$ cat src/rtl/mux_pkg.sv
// Shared widths and word types for the 2:1 word selector and its datapath users.
package mux_pkg;
  localparam int WIDTH = 32;
  localparam int CNT_W = 16;

  typedef logic [WIDTH-1:0] word_t;
  typedef logic [CNT_W-1:0] cnt_t;
endpackage

$ cat src/rtl/mux2to1_32bit_if.sv
// Signal bundle for the word selector: master drives data/select, slave returns results.
interface mux2to1_32bit_if;
  import mux_pkg::*;

  // No handshake: inputs are sampled every cycle and outputs are always valid.
  word_t data0;
  word_t data1;
  logic  select;
  word_t out;
  logic  out_par;
  word_t out_q;
  cnt_t  toggle_cnt;

  modport master (
    output data0, data1, select,
    input  out, out_par, out_q, toggle_cnt
  );

  modport slave (
    input  data0, data1, select,
    output out, out_par, out_q, toggle_cnt
  );
endinterface

$ cat src/rtl/mux_stat_reg.sv
// Registered copy of the selected word plus a saturating count of select changes.
module mux_stat_reg
  import mux_pkg::*;
(
  input  logic  clk,
  input  logic  rst_n,
  input  word_t d,
  input  logic  select,
  output word_t q,
  output cnt_t  toggle_cnt
);
  localparam cnt_t CNT_MAX = '1;

  logic sel_prev;

  // sel_prev clears to 0, so a first post-reset cycle with select=1 counts.
  always_ff @(posedge clk or negedge rst_n) begin
    if (!rst_n) begin
      q          <= '0;
      sel_prev   <= 1'b0;
      toggle_cnt <= '0;
    end else begin
      q        <= d;
      sel_prev <= select;
      if ((select != sel_prev) && (toggle_cnt != CNT_MAX))
        toggle_cnt <= toggle_cnt + 1'b1;
    end
  end
endmodule

$ cat src/rtl/mux2to1_32bit.sv
// 2:1 word selector: combinational out/parity, registered copy and toggle statistics.
module mux2to1_32bit
  import mux_pkg::*;
(
  input  logic              clk,
  input  logic              rst_n,
  mux2to1_32bit_if.slave    bus
);
  word_t sel_word;

  // Plain ?: so an unknown select merges the inputs rather than picking one.
  assign sel_word    = bus.select ? bus.data1 : bus.data0;
  assign bus.out     = sel_word;
  assign bus.out_par = ^sel_word;

  mux_stat_reg u_stat (
    .clk        (clk),
    .rst_n      (rst_n),
    .d          (sel_word),
    .select     (bus.select),
    .q          (bus.out_q),
    .toggle_cnt (bus.toggle_cnt)
  );
endmodule

$ cat src/flat_wrapper.sv
// flat-port wrapper written by rule: the top's interface ports become plain ports
module mux2to1_32bit_flat import mux_pkg::*;
  (clk, rst_n, bus_data0, bus_data1, bus_select, bus_out, bus_out_par, bus_out_q, bus_toggle_cnt);
  mux2to1_32bit_if bus_i ();
  input  logic clk;
  input  logic rst_n;
  input wire logic [$bits(bus_i.data0)-1:0] bus_data0;
  input wire logic [$bits(bus_i.data1)-1:0] bus_data1;
  input wire logic [$bits(bus_i.select)-1:0] bus_select;
  output wire logic [$bits(bus_i.out)-1:0] bus_out;
  output wire logic [$bits(bus_i.out_par)-1:0] bus_out_par;
  output wire logic [$bits(bus_i.out_q)-1:0] bus_out_q;
  output wire logic [$bits(bus_i.toggle_cnt)-1:0] bus_toggle_cnt;
  assign bus_i.data0 = bus_data0;
  assign bus_i.data1 = bus_data1;
  assign bus_i.select = bus_select;
  assign bus_out = bus_i.out;
  assign bus_out_par = bus_i.out_par;
  assign bus_out_q = bus_i.out_q;
  assign bus_toggle_cnt = bus_i.toggle_cnt;
  mux2to1_32bit u_core (.clk(clk), .rst_n(rst_n), .bus(bus_i));
endmodule
$ cat config.mk
export PLATFORM = sky130hd
export DESIGN_NAME = mux2to1_32bit_flat
export DESIGN_NICKNAME = d
export VERILOG_FILES = /design/src/rtl/mux_pkg.sv /design/src/rtl/mux2to1_32bit_if.sv /design/src/rtl/mux_stat_reg.sv /design/src/rtl/mux2to1_32bit.sv /design/src/flat_wrapper.sv
export SDC_FILE = /design/constraint.sdc
export NUM_CORES = 1
export LEC_CHECK = 0
export ABC_AREA = 1
export CAP_MARGIN = 20
export CORE_ASPECT_RATIO = 1.2
export CORE_UTILIZATION = 42
export DETAILED_ROUTE_END_ITERATION = 10
export PLACE_DENSITY = 0.9
export SLEW_MARGIN = 5
export SYNTH_ARGS = -nofsm -noshare
export SYNTH_HDL_FRONTEND = slang
export SYNTH_SLANG_ARGS = --single-unit
$ cat constraint.sdc
create_clock -name clk -period 4.1 [get_ports clk]
set_clock_uncertainty 0.1 [all_clocks]
set_input_delay 1.23 -clock clk [delete_from_list [all_inputs] [get_ports clk]]
set_output_delay 1.23 -clock clk [all_outputs]
set_load 0.1 [all_outputs]
==> results.md <==
* Status: finished, violations left
* Failing checks: setup timing
* Ys Warns at 0
* Arr. time, crit path at 2.82 ns
* Initial core utilization at 43.3%
* Total CTS buffers at 5
* Area delta synth->final at 90.9%
* Post-synthesis mux area share at 0%
* First-pass DRT Iterations at 4
* Fin Setup TNS at -0.0484 ns
* Antenna Nets Post-Route at 0
* Core area at 7270 um2
* DP HPWL at 7800 um
* Largest family of logic cells by synthesized area: simple AND/OR/NAND/NOR gates
* Leakage at 3.29 nW
* Post-synthesis xor/xnor area fraction at 4.69%
* GRT Total Usage at 27.7%
* DR iter-0 viols at 160
* Die W at 81.1 um
* Startpoint Class: input pin
* CP Buf/Inv Count at 3
* Clock sink count at 49
* Synth area leader: dfrtp_1
* Synth Register Bits at 49
* Crit. End Element: output port
* Largest net degree at the start of global routing at 50
* Cts hold-fix bufs at 0
* Placement Rows at 34
* Reg2reg setup slack at 2.01 ns
* Clk buf depth at 2
* IO Count at 148
* Max-cap viol count at 0
* Slowest cell on the critical path: dlygate4sd2_1
* Clock Latency Late Sink at 0.31 ns
* Yosys cell types at 22
* Gate Count Post-Synth at 506
* Drt drc at 0
* Maximum vdd ir drop at 0.392 mV
* Worst path cell trace: dlygate4sd2_1 > inv_1 > nand2_1 > nand2_1 > nand2_2 > nand2_2 > xnor2_2 > nand2_1 > nand2_1 > nand2_2 > nand2_2 > nand2_4 > nand2_8 > buf_12
* Final setup vio count at 1
* Crit Path Max Fanout at 2
* Clock transition at the registers of the reported paths at 0.09 ns
* Via density at 4.95
* Max Clk Rate at 0.241 GHz
* Global route overflow at 0
* Fillers at 453
* CP max stage delay at 0.26 ns
* Most frequent cells in the layout: nand2_1 (200), nand2_2 (95), dlygate4sd2_1 (61)
* Layout cell share with drive strength beyond 1 at 33.9%
* Slew @ Worst Pin at 0.988 ns
* WL/cell at 14.0 um
* Final worst-path cycle share at 101%
* Adder-cell share of the synthesized area at 0.397%
* Worst rel slew slack at 33.9%
* Synth Area in Simple Gates at 42.1%
* Area contributors post-synth: dfrtp_1 (39%), nand2_1 (36%), inv_1 (8.7%)
* Commonest non-fill, non-tap cell in the layout: nand2_1
* Hold crit path type: reg -> reg
* Post-synthesis compound-gate area fraction at 1.75%
* Cell count after placement at 772
* H-tree levels at 2
* Gpl congestion at 0.794
* Total die area at 7850 um2
* TritonCTS clock tree: done
* RSZ-0062 raised after global routing: yes
* Power density over cell area at 386 nW/um2
* Critical Setup Path Class: in -> out
* Die height at 96.9 um
* CP top delay family: simple AND/OR/NAND/NOR gates
* First-pass GRT wire length at 17,000 um
* Min setup slack post-route at -0.0484 ns
* Slew Viols, Final at 0
* Reg area at 1230 um2
* Clock tree root buffer cell: clkbuf_8
* Via count at 3,924
* Mean post-synth cell area at 6.23 um2
* Cell Area, Synth at 3150 um2
* Port bufs at 147
* Initial antenna violation count at 1
* Mapped Nets at 574
* Final Hold Viols at 0
* Post-synth top area share at 38.9%
* Seq/Total Area, Yosys at 38.9%
* Footprint of the multi-input gates at 1960 um2
* Post-layout min period at 4.15 ns
* Vias in the first global route at 3,992
* Routed WL at 11,100 um
* Layout Cells excl Fill at 793
* Req. time, crit path at 2.77 ns
* Nets at 769
[worst min-delay path: cells and delay by family, from the launching register on]
kind | cells | cell delay, ns
flops | 1 | 0.38
simple gates | 1 | 0.06
compound gates | 1 | 0.06
[metrics by stage]
step / utilization [%] / setup slack, ns / power (mW) / hold slack (ns) / cell area, um2
4_1_cts: 79.2 / 0.00205 / 2.27 / 0.426 / 5760
3_3_place_gp: 75.3 / -0.104 / 1.85 / 0.396 / 5480
2_1_floorplan: - / -0.187 / 1.46 / 0.542 / 3360
6_report: 82.7 / -0.0484 / 2.32 / 0.429 / 6010
3_5_place_dp: 75.3 / -0.200 / 1.88 / 0.403 / 5480
5_1_grt: 82.7 / -0.113 / 2.41 / 0.447 / 6010
[cells in the mapped netlist]
cell type	count
nor3_2	1
nor2_2	1
nor4_1	1
xnor2_2	1
nand2_1	303
nor3_1	2
inv_2	2
buf_2	6
inv_1	73
o21ai_0	7
buf_4	2
o21ai_1	4
nor2_1	13
dfrtp_1	49
xor2_1	9
buf_6	5
nand4_1	1
xnor2_1	6
nand3_1	15
ha_1	1
nand2_2	3
nor3b_1	1
[sequential cells by signal, summed over array words and instances (netlist names)]
register	count
u_core.u_stat.sel_prev	1
u_core.u_stat.toggle_cnt	16
u_core.u_stat.q	32
[cell type report]
type / instances / area share, %
Tap cell: 90 / 1.87
Timing Repair Buffer: 201 / 38.2
Sequential cell: 49 / 20.4
Inverter: 75 / 4.95
Antenna cell: 1 / 0.0416
Clock inverter: 2 / 0.624
Clock buffer: 6 / 1.37
Multi-Input combinational cell: 369 / 32.6
[power breakdown]
part           leakage, nW  internal (mW)  switching (mW)  total (mW)
combinational         2.63          0.415           0.949        1.36
clock               0.0574          0.199           0.174       0.373
sequential           0.602          0.537          0.0475       0.585
[worst paths after layout]
| kind | from | endpoint | cells past startpoint |
|---|---|---|---|
| worst min-delay path | u_core.u_stat.toggle_cnt[15] | u_core.u_stat.toggle_cnt[15] | 2 |
| worst max-delay path | bus_data1[18] | bus_out_par | 14 |
| worst max register to register | u_core.u_stat.toggle_cnt[0] | u_core.u_stat.toggle_cnt[5] | 10 |
| worst min register to register | u_core.u_stat.toggle_cnt[15] | u_core.u_stat.toggle_cnt[15] | 2 |
| max in group asynchronous | rst_n | u_core.u_stat.q[28] | 2 |
| min in group asynchronous | rst_n | u_core.u_stat.toggle_cnt[13] | 1 |
[cell families (layout without fill, tap and decap cells)]
kind of cell	count (synthesis)	count (layout)
adders and majority gates	1	1
xor gates and xnor gates	16	16
and+or+nand+nor	341	341
buffers and inverters	88	284
DFF	49	49
other	0	1
AOI/OAI and AO/OA	11	11
[metal layers]
| layer | up-vias | global-route usage, % | routed length (um) |
|---|---|---|---|
| met1 | 1845 | 26.2 | 3820 |
| met3 | 41 | 5.38 | 549 |
| met2 | 160 | 54.5 | 6310 |
| met5 | - | 0 | 0 |
| met4 | 0 | 11.8 | 425 |
| li1 | 1878 | - | - |
[what timing repair did]
action	4_1_cts	5_1_grt
resized for setup	132	57
pin swaps	58	40
setup buffers	6	2
cloned	1	2
endpoints found under the setup margin	1	1
endpoints found under the hold margin	0	0
(Power assumes the default switching activity.)
